## src/rtl/ni_rx_checker_sync_fifo.sv

```systemverilog
// Small synchronous FIFO with async active-low reset. The head entry is
// presented combinationally; push while full is honoured only with a pop.
module sync_fifo #(
  parameter int WIDTH      = 10,
  parameter int DEPTH_LOG2 = 2
) (
  input  logic             clk_i,
  input  logic             rst_ni,
  input  logic             push_i,
  input  logic             pop_i,
  input  logic [WIDTH-1:0] data_i,
  output logic [WIDTH-1:0] data_o,
  output logic             full_o,
  output logic             empty_o
);

  localparam int DEPTH = 1 << DEPTH_LOG2;
  localparam logic [DEPTH_LOG2:0] FULL_CNT = (DEPTH_LOG2 + 1)'(DEPTH);

  logic [WIDTH-1:0]      mem_q [DEPTH];
  logic [DEPTH_LOG2-1:0] wr_ptr_q, wr_ptr_d;
  logic [DEPTH_LOG2-1:0] rd_ptr_q, rd_ptr_d;
  logic [DEPTH_LOG2:0]   cnt_q, cnt_d;
  logic                  push_ok_s;
  logic                  pop_ok_s;

  assign full_o    = (cnt_q == FULL_CNT);
  assign empty_o   = (cnt_q == '0);
  assign data_o    = mem_q[rd_ptr_q];
  assign pop_ok_s  = pop_i && !empty_o;
  // When full, the slot under wr_ptr is the one being popped this edge.
  assign push_ok_s = push_i && (!full_o || pop_ok_s);

  // Pointer and occupancy next-state.
  always_comb begin
    wr_ptr_d = wr_ptr_q;
    rd_ptr_d = rd_ptr_q;
    cnt_d    = cnt_q;
    if (push_ok_s) begin
      wr_ptr_d = wr_ptr_q + DEPTH_LOG2'(1);
    end else begin
      wr_ptr_d = wr_ptr_q;
    end
    if (pop_ok_s) begin
      rd_ptr_d = rd_ptr_q + DEPTH_LOG2'(1);
    end else begin
      rd_ptr_d = rd_ptr_q;
    end
    case ({push_ok_s, pop_ok_s})
      2'b10:   cnt_d = cnt_q + (DEPTH_LOG2 + 1)'(1);
      2'b01:   cnt_d = cnt_q - (DEPTH_LOG2 + 1)'(1);
      default: cnt_d = cnt_q;
    endcase
  end

  // Pointer and occupancy registers.
  always_ff @(posedge clk_i or negedge rst_ni) begin
    if (!rst_ni) begin
      wr_ptr_q <= '0;
      rd_ptr_q <= '0;
      cnt_q    <= '0;
    end else begin
      wr_ptr_q <= wr_ptr_d;
      rd_ptr_q <= rd_ptr_d;
      cnt_q    <= cnt_d;
    end
  end

  // Storage array; cleared on reset so the head reads zero while empty.
  always_ff @(posedge clk_i or negedge rst_ni) begin
    if (!rst_ni) begin
      for (int i = 0; i < DEPTH; i++) begin
        mem_q[i] <= '0;
      end
    end else if (push_ok_s) begin
      mem_q[wr_ptr_q] <= data_i;
    end
  end

endmodule

```

## config.mk

```make
export PLATFORM = sky130hd
export DESIGN_NAME = sync_fifo
export DESIGN_NICKNAME = d
export VERILOG_FILES = /design/src/rtl/ni_rx_checker_sync_fifo.sv
export SDC_FILE = /design/constraint.sdc
export NUM_CORES = 1
export LEC_CHECK = 0
export CAP_MARGIN = 5
export CORE_ASPECT_RATIO = 0.9
export CORE_UTILIZATION = 36
export DETAILED_ROUTE_END_ITERATION = 7
export GPL_ROUTABILITY_DRIVEN = 0
export PLACE_DENSITY = 0.54
export SLEW_MARGIN = 20
export SYNTH_ARGS = -nofsm -noshare
export SYNTH_HDL_FRONTEND = slang
export SYNTH_SLANG_ARGS = --single-unit
```

## constraint.sdc

```tcl
create_clock -name clk_i -period 2.5 [get_ports clk_i]
set_input_delay 0.5 -clock clk_i [delete_from_list [all_inputs] [get_ports clk_i]]
set_output_delay 0.5 -clock clk_i [all_outputs]
set_load 0.02 [all_outputs]
```

== Word level (Yosys, flattened, before mapping) ==
Cells that the tools add are included.

* Add/subtract/negate cells: 4
* Magnitude comparators: 3
* Eq/ne operators: 3
* Multiplexer cells: 7
* Bitwise logic cells: 2
* Reduce and logical (&&, ||, !) cells: 8

{| class="wikitable"
|+ Operators with widths
! kind !! count
|-
| $bwmux W40 || 1
|-
| $mux W10 || 3
|-
| $bmux W10 S2 || 1
|-
| $demux W10 S2 || 1
|-
| $ge A3 B3 Y1 const B || 2
|-
| $not A2 Y3 || 2
|-
| $pmux W3 S2 || 1
|-
| $add A2 B1 Y2 const B || 2
|-
| $add A3 B1 Y3 const B || 1
|-
| $eq A3 B3 Y1 const B || 1
|-
| $logic_and A1 B1 Y1 || 3
|-
| $logic_not A3 Y1 || 1
|-
| $lt A3 B1 Y1 const B || 1
|-
| $sub A3 B1 Y3 const B || 1
|-
| $eq A2 B1 Y1 const B || 1
|-
| $eq A2 B2 Y1 const B || 1
|-
| $logic_not A1 Y1 || 2
|-
| $reduce_bool A2 Y1 || 1
|-
| $logic_or A1 B1 Y1 || 1
|}

* Bits in registers: 47
* Output and inout port bits: 12

== Depth between registers and ports, before layout ==
Gate-level depths: netlist of the first run.

* Depth in word-level cells: 7
* Mapped depth: 8
* Gate-level depth less buffers: 8

== Worst setup path after synthesis of the first run ==
No wires, ideal clock.

* Path type: input -> register
* From: in pop_i
* To: reg cnt_q[2]
* Setup time: 0.079 ns
* Arrival time: 2.021 ns
* Required time: 2.421 ns
* Path slack: 0.400 ns
* Stages: 8
* Buffers on the path: 0
* Cells stage by stage: nor4b_4 -> or2b_2 -> ha_1 -> inv_1 -> fa_1 -> xor2_1 -> nor2_1 -> xor2_1

* Cells in the longest elaborated chain, start to end: 5

{| class="wikitable"
|+ RTL lines
! what !! RTL line !! RTL
|-
| start: declaration || 10 || <nowiki>input logic pop_i,</nowiki>
|-
| $logic_and A1 B1 Y1 * || 30 || <nowiki>assign pop_ok_s = pop_i && !empty_o;</nowiki>
|-
| $logic_or A1 B1 Y1 || 32 || <nowiki>assign push_ok_s = push_i && (!full_o || pop_ok_s);</nowiki>
|-
| $logic_and A1 B1 Y1 || 32 ||
|-
| $eq A2 B1 Y1 / $eq A2 B2 Y1 (equally long branches) || 49 || <nowiki>case ({push_ok_s, pop_ok_s})</nowiki>
|-
| $pmux W3 S2 / $reduce_bool A2 Y1 (equally long branches) || -- ||
|-
| end signal: assignment || 65 || <nowiki>cnt_q <= cnt_d;</nowiki>
|-
| end: declaration || 23 || <nowiki>logic [DEPTH_LOG2:0] cnt_q, cnt_d;</nowiki>
|}

Mark *: on every way between the ends. The rest lies on a longest branch, timed or not.
A chain may end at the register's enable or synchronous reset.

== Worst setup path in the final report of the first run ==
* From: reg rd_ptr_q[0]
* To: out data_o[9]

* Cells in the longest elaborated chain, start to end: 4

{| class="wikitable"
|+ RTL lines
! what !! RTL line !! RTL
|-
| start: declaration || 22 || <nowiki>logic [DEPTH_LOG2-1:0] rd_ptr_q, rd_ptr_d;</nowiki>
|-
| start signal: assignment || 64 || <nowiki>rd_ptr_q <= rd_ptr_d;</nowiki>
|-
| $not A2 Y3 (not written as such) || 29 || <nowiki>assign data_o = mem_q[rd_ptr_q];</nowiki>
|-
| $bmux W10 S2 || 29 ||
|-
| $mux W10 (not written as such) (2 in a row) || 29 ||
|-
| end: declaration || 12 || <nowiki>output logic [WIDTH-1:0] data_o,</nowiki>
|}

Every way passes these cells. The select of a mux whose other input is x is not followed.

==> metrics.md, run 1 <==
| Metric | Value |
|---|---|
| Post-Synth Simple-Gate Area | 4.27% |
| DRC Markers | 0 |
| Most common cell after layout, fill and taps aside | dfrtp_1 |
| CTS Buffer Depth | 2 |
| Final setup fails | 0 |
| Kind of critical path | reg -> out |
| Initial antenna violation count | 0 |
| Critical Path RT | 2.00 ns |
| Clock transition at path regs | 0.08 ns |
| First-pass GRT wire length | 6870 um |
| Post-synthesis compound-gate area fraction | 0.468% |
| Final HPWL DP | 2790 um |
| Worst endpoint data arrival time | 1.84 ns |
| Avg Cell Area, Syn | 16.1 um2 |
| DR WL/cell | 16.3 um |
| Post-synthesis mux area share | 32.6% |
| Root Driver | clkbuf_8 |
| CTS tree | built |
| Min Tclk post-route | 2.34 ns |
| Max-Cap Viols | 0 |
| Highest-count cells in the layout ignoring fill and taps | 47 x dfrtp_1, 41 x mux2_2, 18 x clkdlybuf4s50_1 |
| Leakage Power | 1.19 nW |
| Largest net degree at the start of global routing | 31 |
| Antenna diode count | 0 |
| Vias in the first global route | 1320 |
| Yosys top cell by area | dfrtp_1 |
| Die width | 83.2 um |
| Buffer count from post-CTS setup fixing | 0 |
| CP endpoint kind | primary output |
| RSZ-0062 raised after global routing | false |
| Chip height | 75.1 um |
| Post-synth net total | 153 |
| I/O Pins | 26 |
| Post-synthesis adder-cell area fraction | 3.86% |
| Setup total negative slack | 0 ns |
| DR vias/cell | 4.91 |
| Fraction of layout cells with a size suffix above 1 | 44.6% |
| Fmax achieved | 427 MHz |
| Most area-consuming cells after synthesis | dfrtp_1 55%, mux2_2 22%, mux4_2 11% |
| Pre-Repair DR Iteration Count | 3 |
| CTS Buf Count | 5 |
| Clock skew | 0.00437 ns |
| GRT Residual Overflow | 0 |
| Worst Setup Slack, final | 0.156 ns |
| Fin Hold WS | 0.234 ns |
| GRT Overall Usage | 15.1% |
| Drt total wl | 3990 um |
| Slew @ Worst Pin | 0.676 ns |
| Yosys top cell area share | 55.0% |
| Status | finished, final reports clean |
| Cell area after synthesis | 0.00214 mm2 |
| Largest family of logic cells by synthesized area | multiplexers |
| Slew margin rel. | 54.9% |
| DRT iter0 DRCs | 35 |
| Ys Warns | 0 |
| Xor/xnor share of the synthesized area | 2.46% |
| Post-synthesis sequential area ratio | 55.0% |
| H-tree depth | 2 |
| Synth unique cells | 19 |
| Final ANT Viol Nets | 0 |
| Area growth syn-to-layout | 25.8% |
| Clk sinks | 47 |
| Row cnt | 26 |
| Slew Limit Fails | 0 |
| Clk_lat worst skew | 0.29 ns |
| Final net count | 194 |
| Vias | 1204 |
| CP Launch Type | flip-flop |
| Tcrit/Tclk final | 93.7% |
| CORE AREA | 0.00569 mm2 |
| Post-layout util | 47.2% |
| Crit-path max FO | 4 |
| R2R Setup Slk | 0.50 ns |
| PD cells | 1400 mW/mm2 |
| Placement Setup Slack | 0.0139 ns |
| IO Port Bufs | 25 |
| Initial Utilization | 37.5% |
| Final-report hold violation count | 0 |
| #FFs+latches synth | 47 |
| Die Footprint | 0.00625 mm2 |
| Post-Synthesis Cells | 133 |
| Largest vdd supply drop | 0.595 mV |
| Worst Hold Class | in -> async |
[routing by layer]
metal	vias to the layer above	wire [um]	global-route usage, %
li1	563	-	-
met1	619	1810	18.9
met2	17	2000	25.8
met3	5	126	3.62
met4	0	53	6.32
met5	-	0	0
[registers in the layout (all words and copies together) (netlist names)]
name,count
wr_ptr_q,2
rd_ptr_q,2
mem_q,40
cnt_q,3
[metrics by stage]
stage / instance area, um2 / instances / power [mW]
detailed placement: 2560 / 237 / 3.27
finish: 2690 / 245 / 3.77
floorplan: 2140 / 133 / 2.57
global placement: 2560 / 237 / 3.21
CTS: 2670 / 245 / 3.85
global route: 2690 / 245 / 4.04
[cell usage after synthesis, drive strengths merged]
| library cell | n |
|---|---|
| inv | 5 |
| mux2 | 41 |
| nand2 | 5 |
| nor4b | 1 |
| o31a | 1 |
| mux4 | 10 |
| nor2 | 5 |
| and3 | 1 |
| mux2i | 1 |
| clkbuf | 1 |
| buf | 1 |
| or2b | 1 |
| ha | 5 |
| nor3 | 1 |
| xnor2 | 3 |
| xor2 | 3 |
| fa | 1 |
| dfrtp | 47 |
[final cells by class]
class                      instances  area, um2
clock inverter                     2       35.0
sequential                        47       1180
timing repair buffer              36        355
clock buffer                       6       82.6
inverter                           5       18.8
fill                             496       3000
multi-input combinational         79        933
tap                               70       87.6
[critical path: stages, from the launching register on]
cell and delay, ns:
dfrtp_1 0.35, buf_4 0.15, mux4_2 0.50, clkdlybuf4s50_1 0.55
[logic make-up after synthesis]
kind of cell	count (synthesis)
XOR/XNOR	6
multiplexers	52
adder cells (fa/ha/maj)	6
AND/OR/NAND/NOR	14
flip-flops	47
AO/OA/AOI/OAI	1
buffers and inverters	7
[power by group]
part / leakage [nW] / switching, mW / internal [mW]
sequential: 0.556 / 0.238 / 1.16
clock: 0.0612 / 0.244 / 0.323
combinational: 0.575 / 0.740 / 1.07
[final timing paths]
path,start,end,cells past startpoint
max reg2reg,cnt_q[0],cnt_q[2],8
min reg2reg,mem_q[10],mem_q[10],1
min in group clk_i,mem_q[10],mem_q[10],1
max in group asynchronous,rst_ni,mem_q[30],2
min,rst_ni,mem_q[31],1
max,rd_ptr_q[0],data_o[9],3
[repair_timing]
item | CTS | global route
hold endpoints to repair | 0 | 0
resized for setup | 0 | 6
hold buffers | 0 | 0
setup endpoints to repair | 0 | 6
(Power assumes the default switching activity.)
==> run 2, diff against run 1 <==
CORE_MARGIN = 5   (was not set)
CTS_CLUSTER_DIAMETER = 30   (was not set)
==> run 2 against run 1 <==
Against the previous run:
- clock power decreased by 6.9%
- die area increased by 21%
- maximum frequency decreased by 3.0%
- worst hold slack got worse by 0.12 ns
- final cell count decreased by 0.82%
- final area decreased by 0.84%
- critical path type unchanged
- largest cell class unchanged
==> metrics.md, run 2 (synthesis results as in run 1) <==
| Metric | Value |
|---|---|
| Tcrit/Tclk final | 96.7% (+2.9 points) |
| H-tree depth | 2 (unchanged) |
| CORE AREA | 0.00573 mm2 (+0.57%) |
| Fmax achieved | 414 MHz (-3.0%) |
| Fin Hold WS | 0.113 ns (-0.121 ns) |
| PD cells | 1420 mW/mm2 (+1.5%) |
| CP Launch Type | flip-flop |
| Worst Path Buf+Inv | 2 (unchanged) |
| Reg-to-Reg End | cnt_q[2] |
| CP Cell Sequence | buf_12, mux4_2, clkdlybuf4s50_1 |
| Crit-path max FO | 12 (+8) |
| GRT met2 Usage | 17.8% (-7.9 points) |
| CP max stage delay | 0.56 ns (about the same) |
| Grt met1 use | 16.3% (-2.6 points) |
| DRC Markers | 0 (unchanged) |
| Post-route design area | 0.00267 mm2 (-0.84%) |
| Status | finished, final reports clean |
| Die width | 91.2 um (+9.6%) |
| First-pass GRT wire length | 7060 um (+2.7%) |
| Clk sinks | 47 (unchanged) |
| Slew Limit Fails | 0 (unchanged) |
| Min Tclk post-route | 2.42 ns (+0.0736 ns) |
| Worst reg2reg path depth | 8 (unchanged) |
| Leakage Power | 1.13 nW (-5.1%) |
| Final net count | 193 (-0.52%) |
| Pre-Repair DR Iteration Count | 4 (+1) |
| Chip height | 83.1 um (+11%) |
| Worst Hold Class | in -> async |
| Area growth syn-to-layout | 24.8% |
| DR WL/cell | 17.4 um (+7.0%) |
| Clock transition at path regs | 0.08 ns (about the same) |
| Slew margin rel. | 75.5% (+21 points) |
| Final HPWL DP | 3030 um (+8.7%) |
| RSZ-0062 raised after global routing | false |
| CTS tree | built |
| Slew @ Worst Pin | 0.367 ns (-0.308 ns) |
| Fraction of layout cells with a size suffix above 1 | 43.4% (-1.2 points) |
| Max-Cap Viols | 0 (unchanged) |
| Highest-count cells in the layout ignoring fill and taps | 47 x dfrtp_1, 41 x mux2_2, 23 x clkdlybuf4s50_1 |
| Die Footprint | 0.00758 mm2 (+21%) |
| DRT iter0 DRCs | 18 (-49%) |
| Largest vdd supply drop | 0.621 mV (+4.2%) |
| Largest register FFs | 40 (unchanged) |
| IO Port Bufs | 25 (unchanged) |
| CP endpoint kind | primary output |
| Vias | 1222 (+1.5%) |
| Reg2reg start | cnt_q[0] |
| GR Util met3 | 3.44% (-0.18 points) |
| R2R Setup Slk | 0.47 ns (-0.03 ns) |
| Buffer count from post-CTS setup fixing | 0 (unchanged) |
| Initial antenna violation count | 0 (unchanged) |
| Largest net degree at the start of global routing | 22 (-29%) |
| Drt total wl | 4230 um (+6.1%) |
| Fin cells | 243 (-0.82%) |
| Kind of critical path | reg -> out |
| Most common cell after layout, fill and taps aside | dfrtp_1 |
| Worst endpoint data arrival time | 1.92 ns (+0.08 ns) |
| CTS Buf Count | 5 (unchanged) |
| DR vias/cell | 5.03 (+2.3%) |
| Row cnt | 26 (unchanged) |
| Largest regs | mem_q: 40 flops, cnt_q: 3 flops |
| Critical Path RT | 2.00 ns (about the same) |
| Top reg by flops | mem_q |
| Final-report hold violation count | 0 (unchanged) |
| I/O Pins | 26 (unchanged) |
| Final ANT Viol Nets | 0 (unchanged) |
| Root Driver | clkbuf_8 |
| Clk_lat worst skew | 0.29 ns (about the same) |
| Initial Utilization | 37.3% (-0.21 points) |
| Placed cells | 236 (-0.42%) |
| Placed Instance Area | 0.00256 mm2 (+0.20%) |
| Critical-path top delay cell | clkdlybuf4s50_1 |
| CTS Buffer Depth | 2 (unchanged) |
| Layer with the highest usage | met2 |
| Vias in the first global route | 1374 (+4.1%) |
| GRT Overall Usage | 11.8% (-3.3 points) |
| Clock skew | 0.00608 ns (+0.00171 ns) |
| Final setup fails | 0 (unchanged) |
| Antenna diode count | 0 (unchanged) |
| CP top delay family | buffers and inverters |
| GRT Residual Overflow | 0 (unchanged) |
==> run 2: cell type report <==
| class | count | area, um2 |
|---|---|---|
| Clock inverter | 1 | 30.0 |
| Fill cell | 512 | 3060 |
| Clock buffer | 6 | 72.6 |
| Inverter | 5 | 18.8 |
| Timing Repair Buffer | 35 | 348 |
| Tap cell | 70 | 87.6 |
| Sequential cell | 47 | 1180 |
| Multi-Input combinational cell | 79 | 933 |
==> run 2: metrics by stage <==
step | power (mW) | setup WS (ns) | setup TNS (ns) | util, %
after floorplan | 2.57 | 0.400 | 0 | -
after global placement | 3.24 | 0.0943 | 0 | 44.7
after detailed placement | 3.32 | -0.0335 | -0.0335 | 44.7
after CTS | 3.85 | 0.0567 | 0 | 46.5
after global routing | 4.02 | 0.00174 | 0 | 46.6
final | 3.79 | 0.0827 | 0 | 46.6
==> run 2: worst max-delay path by stage <==
stage / depth (start not counted) / slack (ns) / end / from
2_1_floorplan: 8 / 0.40 / cnt_q[2] / pop_i
3_3_place_gp: 9 / 0.09 / cnt_q[2] / pop_i
3_5_place_dp: 9 / -0.03 / cnt_q[2] / pop_i
4_1_cts: 3 / 0.06 / data_o[3] / rd_ptr_q[0]
5_1_grt: 3 / 0.002 / data_o[0] / rd_ptr_q[0]
6_report: 3 / 0.08 / data_o[6] / rd_ptr_q[0]
==> run 2: repair_timing <==
| item | in CTS | in global routing |
|---|---|---|
| hold buffers | 0 | 0 |
| hold endpoints to repair | 0 | 0 |
| endpoints found under the setup margin | 0 | 1 |
| resized for setup | 0 | 1 |
==> run 2: report_power, final <==
group	internal [mW]	switching (mW)	total [mW]
logic	1.10	0.761	1.86
clock network	0.293	0.234	0.528
registers	1.16	0.248	1.40
==> run 2: metal layers <==
layer | part of all wire [%] | wire (um)
met1 | 46 | 1940
met2 | 49 | 2070
met3 | 4.1 | 173
met4 | 0.95 | 40
met5 | 0 | 0
==> run 3, diff against run 2 <==
CAP_MARGIN = not set   (was 5)
clock period = 3.1 ns   (was 2.5 ns; I/O delays follow)
==> run 3 against run 2 <==
Against the previous run:
- combinational power decreased by 24%
- sequential share of layout area increased by 1.1 points
- routed wire length increased by 1.8%
- setup slack improved by 0.27 ns
- die area is the same
- flip-flop and latch count stayed put
- utilization shrank 1.1 points
- non-clock buffer count decreased by 5
- sequential power shrank 17%
- critical endpoint is now data_o[4]
- largest cell class unchanged
==> metrics.md, run 3 (synthesis results as in run 1) <==
| Metric | Value |
|---|---|
| Status | finished, final reports clean |
| Tcrit/Tclk final | 88.8% |
| Largest register FFs | 40 (unchanged) |
| PD cells | 1150 mW/mm2 (-19%) |
| Min Tclk post-route | 2.75 ns |
| Crit-path max FO | 10 (-2) |
| Most common cell after layout, fill and taps aside | dfrtp_1 |
| Initial antenna violation count | 0 (unchanged) |
| DRT iter0 DRCs | 36 (+18) |
| Largest net degree at the start of global routing | 48 (+120%) |
| Row cnt | 26 (unchanged) |
| Die width | 91.2 um (unchanged) |
| Drt total wl | 4310 um (+1.8%) |
| CTS Buffer Depth | 2 (unchanged) |
| CP Launch Type | flip-flop |
| Placed Instance Area | 0.00250 mm2 (-2.4%) |
| Fraction of layout cells with a size suffix above 1 | 42.0% (-1.3 points) |
| DR WL/cell | 18.0 um (+3.5%) |
| Top reg by flops | mem_q |
| DRC Markers | 0 (unchanged) |
| H-tree depth | 2 (unchanged) |
| Kind of critical path | reg -> out |
| Clk_lat worst skew | 0.30 ns (about the same) |
| IO Port Bufs | 25 (unchanged) |
| DR vias/cell | 5.11 (+1.7%) |
| Initial Utilization | 37.3% (unchanged) |
| Post-layout util | 45.4% (-1.1 points) |
| Setup total negative slack | 0 ns (unchanged) |
| Chip height | 83.1 um (unchanged) |
| Slew Limit Fails | 0 (unchanged) |
| Antenna diode count | 0 (unchanged) |
| FILL cells | 524 (+2.3%) |
| GRT Overall Usage | 12.2% (+0.47 points) |
| Final ANT Viol Nets | 0 (unchanged) |
| Area growth syn-to-layout | 21.7% |
| R2R Setup Slk | 0.86 ns (+0.39 ns) |
| Die Footprint | 0.00758 mm2 (unchanged) |
| Buffer count from post-CTS setup fixing | 0 (unchanged) |
| Slew margin rel. | 58.4% (-17 points) |
| Clock skew | 0.00727 ns (+0.00120 ns) |
| Max-Cap Viols | 0 (unchanged) |
| First-pass GRT wire length | 7240 um (+2.6%) |
| Leakage Power | 1.09 nW (-3.8%) |
| Final HPWL DP | 3010 um (-0.53%) |
| CTS Buf Count | 5 (unchanged) |
| CTS tree | built |
| Critical Path RT | 2.48 ns (+0.48 ns) |
| Worst Hold Class | in -> async |
| Largest regs | mem_q: 40 flops, cnt_q: 3 flops |
| Final-report hold violation count | 0 (unchanged) |
| Pre-Repair DR Iteration Count | 4 (unchanged) |
| Worst endpoint data arrival time | 2.13 ns (+0.21 ns) |
| Vias | 1222 (unchanged) |
| CP endpoint kind | primary output |
| Vias in the first global route | 1384 (+0.73%) |
| Root Driver | clkbuf_8 |
| Final setup fails | 0 (unchanged) |
| # hold bufs at CTS | 0 (unchanged) |
| Post-CTS sizing | 0 (unchanged) |
| Slew @ Worst Pin | 0.625 ns (+0.257 ns) |
| Clk sinks | 47 (unchanged) |
| Fmax achieved | 363 MHz |
| Post-route design area | 0.00260 mm2 (-2.4%) |
| Largest vdd supply drop | 0.574 mV (-7.6%) |
| CORE AREA | 0.00573 mm2 (unchanged) |
| Highest-count cells in the layout ignoring fill and taps | 47 x dfrtp_1, 41 x mux2_2, 24 x clkdlybuf4s50_1 |
| Clock transition at path regs | 0.09 ns (about the same) |
| I/O Pins | 26 (unchanged) |
| RSZ-0062 raised after global routing | false |
| GRT Residual Overflow | 0 (unchanged) |
| Final net count | 188 (-2.6%) |
==> run 3: power by group <==
part	internal [mW]	switching [mW]
Combinational	0.839	0.586
Sequential	0.932	0.228
Clock	0.204	0.200
==> run 3: metal layers <==
metal	share of wire (%)	GRT usage, %
met1	47	16.7
met2	48	18.6
met3	3.9	3.53
met4	1.0	4.40
met5	0	0
==> run 3: stage by stage <==
step	power [mW]	instances	hold WS, ns	worst slack [ns]
after detailed placement	2.63	231	0.493	0.279
after floorplan	2.07	133	0.324	0.880
after CTS	3.04	239	0.513	0.316
final	2.99	239	0.315	0.349
after global routing	3.19	239	0.361	0.252
after global placement	2.57	231	0.484	0.339
==> run 3: layout make-up <==
cell class                      instances  area [um2]  share of cell area (%)
Sequential cell                        47        1180                    45.2
Multi-Input combinational cell         79         933                    35.9
Timing Repair Buffer                   30         285                    11.0
Clock buffer                            8         100                    3.85
Inverter                                5        18.8                   0.722
Tap cell                               70        87.6                    3.37
==> run 3: critical path, stage by stage, from the launching register on <==
cell	delay (ns)
dfrtp_1	0.44
buf_4	0.27
mux4_2	0.55
clkdlybuf4s50_1	0.56
==> run 3: final timing paths <==
| check | start | to | depth (start not counted) |
|---|---|---|---|
| worst max register to register | cnt_q[1] | cnt_q[2] | 8 |
| worst max-delay path | rd_ptr_q[0] | data_o[4] | 3 |
| max in group asynchronous | rst_ni | mem_q[20] | 1 |
| worst min register to register | mem_q[19] | mem_q[19] | 1 |
| worst min-delay path | rst_ni | cnt_q[0] | 1 |
| min in group clk_i | mem_q[19] | mem_q[19] | 1 |
